File: config.mk
export PLATFORM = sky130hd
export DESIGN_NAME = crc32_lanes
export DESIGN_NICKNAME = d
export VERILOG_FILES = /design/src/rtl/mac_pkg.sv /design/src/rtl/crc32_lanes.sv
export SDC_FILE = /design/constraint.sdc
export NUM_CORES = 1
export LEC_CHECK = 0
export BUFFER_PORTS_ARGS = -buffer_cell sky130_fd_sc_hd__buf_2
export CAP_MARGIN = 0
export CORE_ASPECT_RATIO = 0.75
export CORE_MARGIN = 2
export CORE_UTILIZATION = 28
export DETAILED_ROUTE_END_ITERATION = 8
export GPL_TIMING_DRIVEN = 1
export PLACE_DENSITY_LB_ADDON = 0.2
export SYNTH_ARGS = -nofsm -noshare
export SYNTH_HDL_FRONTEND = slang
export SYNTH_SLANG_ARGS = --single-unit
File: constraint.sdc
create_clock -name vclk -period 9.9
set_input_delay 0.495 -clock vclk [all_inputs]
set_output_delay 0.495 -clock vclk [all_outputs]
set_load 0.01 [all_outputs]
File: src/rtl/mac_pkg.sv
// Shared constants, FSM state and flag types for the MAC receive stream checker.
package mac_pkg;

  localparam logic [7:0]  LC_IDLE     = 8'h07;
  localparam logic [7:0]  LC_START    = 8'hFB;
  localparam logic [7:0]  LC_TERM     = 8'hFD;
  localparam logic [7:0]  LC_PREAMBLE = 8'h55;
  localparam logic [7:0]  LC_SFD      = 8'hD5;

  localparam logic [47:0] DST_ADDR_DEF = 48'hFFFFFFFFFFFF;
  localparam logic [47:0] SRC_ADDR_DEF = 48'h123456789ABC;

  localparam int          MIN_FRAME_DEF = 64;
  localparam int          MAX_FRAME_DEF = 1518;

  localparam logic [31:0] CRC_POLY    = 32'hEDB88320;
  localparam logic [31:0] CRC_INIT    = 32'hFFFFFFFF;
  localparam logic [31:0] CRC_RESIDUE = 32'hDEBB20E3;

  localparam logic [10:0] POS_MAX = 11'd2047;

  typedef enum logic [1:0] {ST_IDLE, ST_FRAME, ST_DROP} state_e;

  typedef struct packed {
    logic preamble;
    logic header;
    logic payload;
    logic fcs;
    logic size;
    logic code;
  } err_flags_t;

  // Byte k of an address as it appears on the wire (k=0 is the MSB, sent first).
  function automatic logic [7:0] addr_byte(input logic [47:0] addr, input logic [2:0] k);
    logic [47:0] sh;
    sh = addr << {k, 3'b000};
    return sh[47:40];
  endfunction

endpackage

File: src/rtl/crc32_lanes.sv
// Combinational reflected CRC-32 update over up to LANES bytes, lane 0 first.
module crc32_lanes
  import mac_pkg::*;
#(
  parameter int LANES = 8
) (
  input  logic [31:0]        i_crc,
  input  logic [LANES*8-1:0] i_data,
  input  logic [LANES-1:0]   i_en,
  output logic [31:0]        o_crc
);

  logic [31:0] c;

  always_comb begin
    c = i_crc;
    for (int n = 0; n < LANES; n++) begin
      if (i_en[n]) begin
        c = c ^ {24'h0, i_data[8*n +: 8]};
        for (int b = 0; b < 8; b++)
          c = c[0] ? ((c >> 1) ^ CRC_POLY) : (c >> 1);
      end
    end
    o_crc = c;
  end

endmodule

# [After elaboration in Yosys (flattened, before gate mapping)]
# Cells that the tools add are included.
[word_totals] register_bits=0 wordCells=144
[op_classes] n_mux=72 n_bitwise=72
[ops] operator="two-way mux 32 bit" n=72
[ops] operator="inverter 13 -> 14 bit" n=64
[ops] operator="XOR 32 x 8 -> 32 bit" n=8

# [Depth between registers and ports, before layout]
# Gate-level depths: netlist (run 1).
[logic_depth] word_depth=144 depth_mapped=32 depth_no_buf=27

# [Worst setup path after synthesis (run 1)]
# No wires, ideal clock.
[synth_timing] path_kind="input-to-output" startpoint="in i_data[0]" endpoint="out o_crc[17]" t_arrival_ps=9022 t_required_ps=9405 slack_ps=383 path_stages=25 cell_sequence="xnor2_2 xnor3_1 mux2i_1 xor2_2 xnor3_1 xnor3_1 mux2i_2 xnor3_1 or3_1 a31oi_4 xnor3_1 a21oi_4 xnor3_1 or3b_2 nand4_4 xnor2_1 xor3_1 mux2i_4 xnor2_2 xnor3_1 a21oi_4 xor2_4 xor2_2 xnor3_1 mux2i_1"
[synth_via] elab_chain_cells=104
[synth_lines] element="start, declared" line_no="crc32_lanes.sv:8" text="input logic [LANES*8-1:0] i_data,"
[synth_lines] element="XOR 32 x 8 -> 32 bit (*)" line_no="crc32_lanes.sv:19" text="c = c ^ {24'h0, i_data[8*n +: 8]};"
[synth_lines] element="two-way mux 32 bit (*)" line_no="crc32_lanes.sv:21" text="c = c[0] ? ((c >> 1) ^ CRC_POLY) : (c >> 1);"
[synth_lines] element="inverter 13 -> 14 bit (no line) / two-way mux 32 bit (equally long branches)"
[synth_lines] element="two-way mux 32 bit (*) (4 in series)" line_no="crc32_lanes.sv:21"
[synth_lines] element="inverter 13 -> 14 bit (no line) / two-way mux 32 bit (equally long branches)"
[synth_lines] element="two-way mux 32 bit (*) (3 in series)" line_no="crc32_lanes.sv:21"
[synth_lines] element="two-way mux 32 bit (*)" line_no="crc32_lanes.sv:18" text="if (i_en[n]) begin"
[synth_lines] element="XOR 32 x 8 -> 32 bit (tied with other cells)" line_no="crc32_lanes.sv:19"
[synth_lines] element="(+81 left out)"
[synth_lines] element="two-way mux 32 bit" line_no="crc32_lanes.sv:21"
[synth_lines] element="inverter 13 -> 14 bit (no line) / two-way mux 32 bit (equally long branches)"
[synth_lines] element="two-way mux 32 bit" line_no="crc32_lanes.sv:21"
[synth_lines] element="inverter 13 -> 14 bit (no line) / two-way mux 32 bit (equally long branches)"
[synth_lines] element="two-way mux 32 bit" line_no="crc32_lanes.sv:21"
[synth_lines] element="inverter 13 -> 14 bit (no line)"
[synth_lines] element="two-way mux 32 bit (3 in series)" line_no="crc32_lanes.sv:21"
[synth_lines] element="two-way mux 32 bit (*)" line_no="crc32_lanes.sv:18"
[synth_lines] element="end, declared" line_no="crc32_lanes.sv:10" text="output logic [31:0] o_crc"
# Every way passes the cells marked *; elsewhere a longest branch is shown, timed or not.

# [Worst setup path after layout (run 1)]
[layout_timing] startpoint="in i_crc[1]" endpoint="out o_crc[22]"
[layout_via] elab_chain_cells=104
[layout_lines] element="start, declared" line_no="crc32_lanes.sv:7" text="input logic [31:0] i_crc,"
[layout_lines] element="XOR 32 x 8 -> 32 bit" line_no="crc32_lanes.sv:19"
[layout_lines] element="two-way mux 32 bit (2 in series)" line_no="crc32_lanes.sv:21"
[layout_lines] element="inverter 13 -> 14 bit (no line)"
[layout_lines] element="two-way mux 32 bit" line_no="crc32_lanes.sv:21"
[layout_lines] element="two-way mux 32 bit / inverter 13 -> 14 bit (equally long branches) (2 in series)"
[layout_lines] element="two-way mux 32 bit" line_no="crc32_lanes.sv:21"
[layout_lines] element="inverter 13 -> 14 bit (no line) / two-way mux 32 bit (equally long branches)"
[layout_lines] element="two-way mux 32 bit" line_no="crc32_lanes.sv:21"
[layout_lines] element="(+84 left out)"
[layout_lines] element="two-way mux 32 bit" line_no="crc32_lanes.sv:21"
[layout_lines] element="inverter 13 -> 14 bit (no line) / two-way mux 32 bit (equally long branches)"
[layout_lines] element="two-way mux 32 bit (2 in series)" line_no="crc32_lanes.sv:21"
[layout_lines] element="inverter 13 -> 14 bit (no line) / two-way mux 32 bit (equally long branches)"
[layout_lines] element="two-way mux 32 bit" line_no="crc32_lanes.sv:21"
[layout_lines] element="inverter 13 -> 14 bit (no line)"
[layout_lines] element="two-way mux 32 bit (2 in series)" line_no="crc32_lanes.sv:21"
[layout_lines] element="two-way mux 32 bit (*)" line_no="crc32_lanes.sv:18"
# Marks and branches as above.

==> metrics.csv, run 1 <==
stage,metric,value,unit
outcome,outcome,completed,
global_route,Total Routing Usage GR,0.203,
floorplanning,die span in y,189,µm
cells_and_area,area of the multi-input gates,13100,µm²
synth,Post-Synthesis Cell Area,12800,µm²
synth,post-synth top area share,0.192,
floorplanning,core footprint,44900,µm²
cells_and_area,clkbuf count,0,
run,max-cap violation count,0,
cells_and_area,Finished Cell Area,15900,µm²
sta,unrepaired setup endpoints after global routing,yes,
sta,Final setup viols,0,
cells_and_area,Area Growth Syn to Fin,23.8,%
sta,Hold Worst Slack,1590,ps
cells_and_area,Seq cells,0,
detailed_routing,DRC Markers,0,
synth,"area leader, netlist",xnor2_1,
synth,Mapped Avg Cell Area,8.24,µm²
place,placed cell areas,15200,µm²
critical_path,Crit. End Element,primary output,
detailed_routing,via/cell ratio,5.25,
detailed_routing,DRT Pass-1 Iters,5,
critical_path,Crit path max-delay family,XOR/XNOR gates,
synth,Post-Synthesis Cells,1556,
cells_and_area,Layout fillers,4711,
floorplanning,Die Area,47500,µm²
floorplanning,FP Rows,67,
detailed_routing,total routed wirelength,50300,µm
global_route,antenna violations before repair,2,
clocking,cts hold-fix bufs,0,
sta,actual slew at the worst max-slew pin,996,ps
detailed_routing,vias,12465,
synth,ranking of synthesized cells by area,"xnor2_1, xnor3_1, mux2i_1, xor2_1, a21oi_1",
sta,fin crit share,0.969,
critical_path,CP max FO,6,
sta,Slew Limit Fails,0,
cells_and_area,Sequential Area,0,µm²
detailed_routing,Starting DRT DRC Count,1163,
detailed_routing,drt wl/cell,21.2,µm
critical_path,kind of critical path,input port to primary output,
global_route,vias in the first global route,11597,
cells_and_area,share of cells above drive strength 1,0.280,
floorplanning,IO Count,136,
sta,max frequency,104,MHz
synth,top-count cell post-synth,xnor2_1,
synth,most instantiated cells after synthesis,"xnor2_1, nor2_1, xor2_1, mux2i_1, nand2_1",
sta,Slew headroom,0.329,
synth,Cell variety after synth,95,
place,Port-buffer cells,136,
critical_path,Critical Path RT,9410,ps
synth,syn nets,1660,
detailed_routing,antenna-violating nets left,0,
cells_and_area,Nets,1892,
critical_path,CP max stage cell,xnor3_2,
critical_path,Worst path max stage delay,530,ps
place,post-DP HPWL,42700,µm
hold_path,hold crit path type,input port to primary output,
global_route,gr ovfl total,0,
sta,"Hold Violations, Final",0,
place,GP Congestion,0.909,
critical_path,most frequent CP cell,xnor2_1,
sta,Final min period,9590,ps
critical_path,Buf/Inv on CP,4,
global_route,first-pass GRT wire length,74800,µm
floorplanning,Initial Util,0.285,
critical_path,arrival time worst endpoint,9100,ps
global_route,largest net degree at the start of global routing,79,
synth,Yosys Warn Count,0,
synth,sequential area share after synthesis,0,
cells_and_area,Finished Core Util,0.353,
critical_path,crit start category,input port,
floorplanning,Die X,251,µm
## stage by stage
| step | setup TNS, ps | worst slack, ps | instances |
|---|---|---|---|
| final | 0 | 307 | 2373 |
| after global routing | -51.7 | -28.3 | 2373 |
| after CTS | 0 | 12.2 | 2361 |
| after detailed placement | -5790 | -390 | 2361 |
| after global placement | -4790 | -386 | 2361 |
| after floorplan | 0 | 383 | 1556 |
## cells in the final DEF (no fill, tap or decap), types with 8 or more instances in the layout
| cell type | n |
|---|---|
| nor2b_1 | 17 |
| and2_1 | 11 |
| nand4_1 | 12 |
| a31oi_1 | 13 |
| xnor3_2 | 11 |
| xor2_2 | 8 |
| or3_1 | 19 |
| mux2i_2 | 11 |
| mux2_2 | 30 |
| a21o_1 | 11 |
| mux2i_4 | 9 |
| nor4_1 | 11 |
| nand2_1 | 107 |
| a211oi_1 | 29 |
| xnor2_4 | 13 |
| xor3_1 | 19 |
| nor3_1 | 38 |
| inv_1 | 9 |
| a21oi_1 | 91 |
| buf_4 | 164 |
| xor2_1 | 105 |
| xnor2_1 | 261 |
| and3_1 | 9 |
| nor2_1 | 125 |
| mux2i_1 | 95 |
| nand2b_1 | 18 |
| buf_2 | 135 |
| o21ai_0 | 67 |
| nand3_1 | 44 |
| xnor2_2 | 31 |
| xnor3_1 | 63 |
## routing by layer
layer | GRT usage | wire length [µm] | up-vias
met3 | 0.0107 | 2910 | 16
met4 | 0.00366 | 157 | 2
met1 | 0.351 | 27700 | 6005
met5 | 0 | 7 | -
li1 | - | - | 6091
met2 | 0.280 | 19400 | 351
## final cells by class
cell class,instances,area share
multi-input combinational,1467,0.825
inverter,13,0.00307
tap,586,0.0462
antenna,1,0.000158
timing repair buffer,306,0.126
## final timing paths
kind,startpoint,endpoint,slack (ps),cells after the start
max,i_crc[1],o_crc[22],310,31
min,i_data[61],o_crc[3],1590,5
## cells by family after synthesis
logic type,after synthesis,share of synthesized area
multiplexers,145,0.122
XOR/XNOR,517,0.482
AO/OA/AOI/OAI,332,0.177
AND/OR/NAND/NOR,473,0.192
buffers and inverters,89,0.0275
## timing repair
action / in CTS / in global routing
pin swaps: 0 / 23
setup buffers: 0 / 11
resized for setup: 13 / 95
endpoints found under the setup margin: 28 / 30
Power of run 1 is not shown: default switching activity piles up to over one toggle a cycle in this logic, so the estimate is an artifact.
==> inputs of run 2 (changes only) <==
Settings changed: PLACE_DENSITY_LB_ADDON 0.2 to default.
==> metrics.csv, run 2 (synthesis gave the netlist of run 1 again) <==
stage,metric,value,unit,change
sta,Hold Worst Slack,1660,ps,+66.5 ps
critical_path,crit start category,input port,,
critical_path,Critical Path RT,9410,ps,about the same
global_route,largest net degree at the start of global routing,73,,-7.6%
floorplanning,FP Rows,67,,unchanged
sta,max frequency,104,MHz,+0.13%
cells_and_area,Nets,1886,,-0.32%
sta,Final setup viols,0,,unchanged
hold_path,hold crit path type,input port to primary output,,
place,Setup WS pre-CTS,-110,ps,+280 ps
global_route,Total Routing Usage GR,0.189,,-0.0139
critical_path,arrival time worst endpoint,9090,ps,about the same
detailed_routing,total routed wirelength,47300,µm,-6.0%
floorplanning,IO Count,136,,unchanged
place,Port-buffer cells,136,,unchanged
critical_path,kind of critical path,input port to primary output,,
cells_and_area,"commonest non-fill, non-tap cell in the layout",xnor2_1,,
floorplanning,Die Area,47500,µm²,unchanged
sta,Final WS setup,320,ps,+12.6 ps
cells_and_area,Seq cells,0,,unchanged
cells_and_area,clkbuf count,0,,unchanged
clocking,cts hold-fix bufs,0,,unchanged
critical_path,Worst path max stage delay,570,ps,+40 ps
floorplanning,core footprint,44900,µm²,unchanged
cells_and_area,Sequential Area,0,µm²,unchanged
critical_path,CP max FO,14,,+8
sta,Slew Limit Fails,0,,unchanged
detailed_routing,DRT Pass-1 Iters,6,,+1
floorplanning,die span in y,189,µm,unchanged
detailed_routing,drt wl/cell,20.0,µm,-5.8%
sta,fin crit share,0.968,,-0.00127
cells_and_area,"commonest cells after routing, fill and taps aside","xnor2_1, buf_4, buf_2",,
detailed_routing,antenna-violating nets left,0,,unchanged
sta,actual slew at the worst max-slew pin,741,ps,-255 ps
detailed_routing,Starting DRT DRC Count,1365,,+17%
detailed_routing,vias,12749,,+2.3%
critical_path,CP max stage cell,or4_4,,
sta,Slew headroom,0.492,,+0.163
place,post-DP HPWL,39700,µm,-7.0%
sta,"Hold Violations, Final",0,,unchanged
place,GP Congestion,0.954,,+5.0%
place,placed cell areas,15000,µm²,-0.74%
sta,setup TNS,0,ps,unchanged
outcome,outcome,completed,,
detailed_routing,via/cell ratio,5.38,,+2.5%
cells_and_area,Area Growth Syn to Fin,21.2,%,
hold_path,Hold Path Cell Cnt,3,,-2
global_route,gr ovfl total,0,,unchanged
global_route,first-pass GRT wire length,70900,µm,-5.2%
floorplanning,Die X,251,µm,unchanged
cells_and_area,Finished Cell Area,15500,µm²,-2.1%
hold_path,Hold Startpoint,i_en[7],,
critical_path,Crit. End Element,primary output,,
global_route,vias in the first global route,11965,,+3.2%
hold_path,Worst Hold Path EP,o_crc[25],,
floorplanning,Initial Util,0.285,,unchanged
global_route,antenna violations before repair,5,,+3
run,max-cap violation count,0,,unchanged
sta,Final min period,9580,ps,-12.6 ps
cells_and_area,share of cells above drive strength 1,0.258,,-0.0221
detailed_routing,DRC Markers,0,,unchanged
critical_path,most frequent CP cell,buf_4,,
## run 2: cell types whose count changed in the layout (fill, tap and decap cells not counted), sizes merged
cell      before  now
clkinv         4    3
clkbuf         1    0
diode          1    2
clkinvlp       0    1
buf          305  300
## run 2: through the flow
step	util	instances
after floorplan	-	1556
after global placement	0.335	2346
after detailed placement	0.335	2346
after CTS	0.335	2346
after global routing	0.346	2368
final	0.346	2368
## run 2: metal layers
metal | track usage | routed length, µm
met5 | 0 | 34
met4 | 0.0190 | 403
met1 | 0.289 | 23000
met3 | 0.0401 | 4540
met2 | 0.278 | 19300
## run 2: repair_timing
| item | CTS | global route |
|---|---|---|
| setup endpoints to repair | 9 | 32 |
| resized for setup | 3 | 57 |
| buffers inserted | 0 | 20 |
| pin swaps | 0 | 13 |
## run 2: final cells by class
type               instances  area [µm²]
multi-input cells       1467       12800
inverters                 13        52.6
fillers                 4638       29400
well taps                586         733
diodes                     2        5.00
repair buffers           300        1940
## run 2: critical path, delay by kind of cell
family / cells / cell delay, ps
AND/OR/NAND/NOR: 8 / 2050
XOR/XNOR: 10 / 2730
AO/OA/AOI/OAI: 6 / 1580
multiplexers: 3 / 840
buffers and inverters: 7 / 1360
## run 2: worst max path at each step
stage / from / slack, ps / cells after the start / to
after global routing: i_data[5] / -20 / 34 / o_crc[15]
after detailed placement: i_crc[3] / -110 / 33 / o_crc[15]
after floorplan: i_data[0] / 380 / 25 / o_crc[17]
after CTS: i_crc[4] / 7 / 35 / o_crc[15]
after global placement: i_crc[3] / -30 / 32 / o_crc[15]
final: i_crc[4] / 320 / 34 / o_crc[19]
Power of run 2 is left out for the same reason.
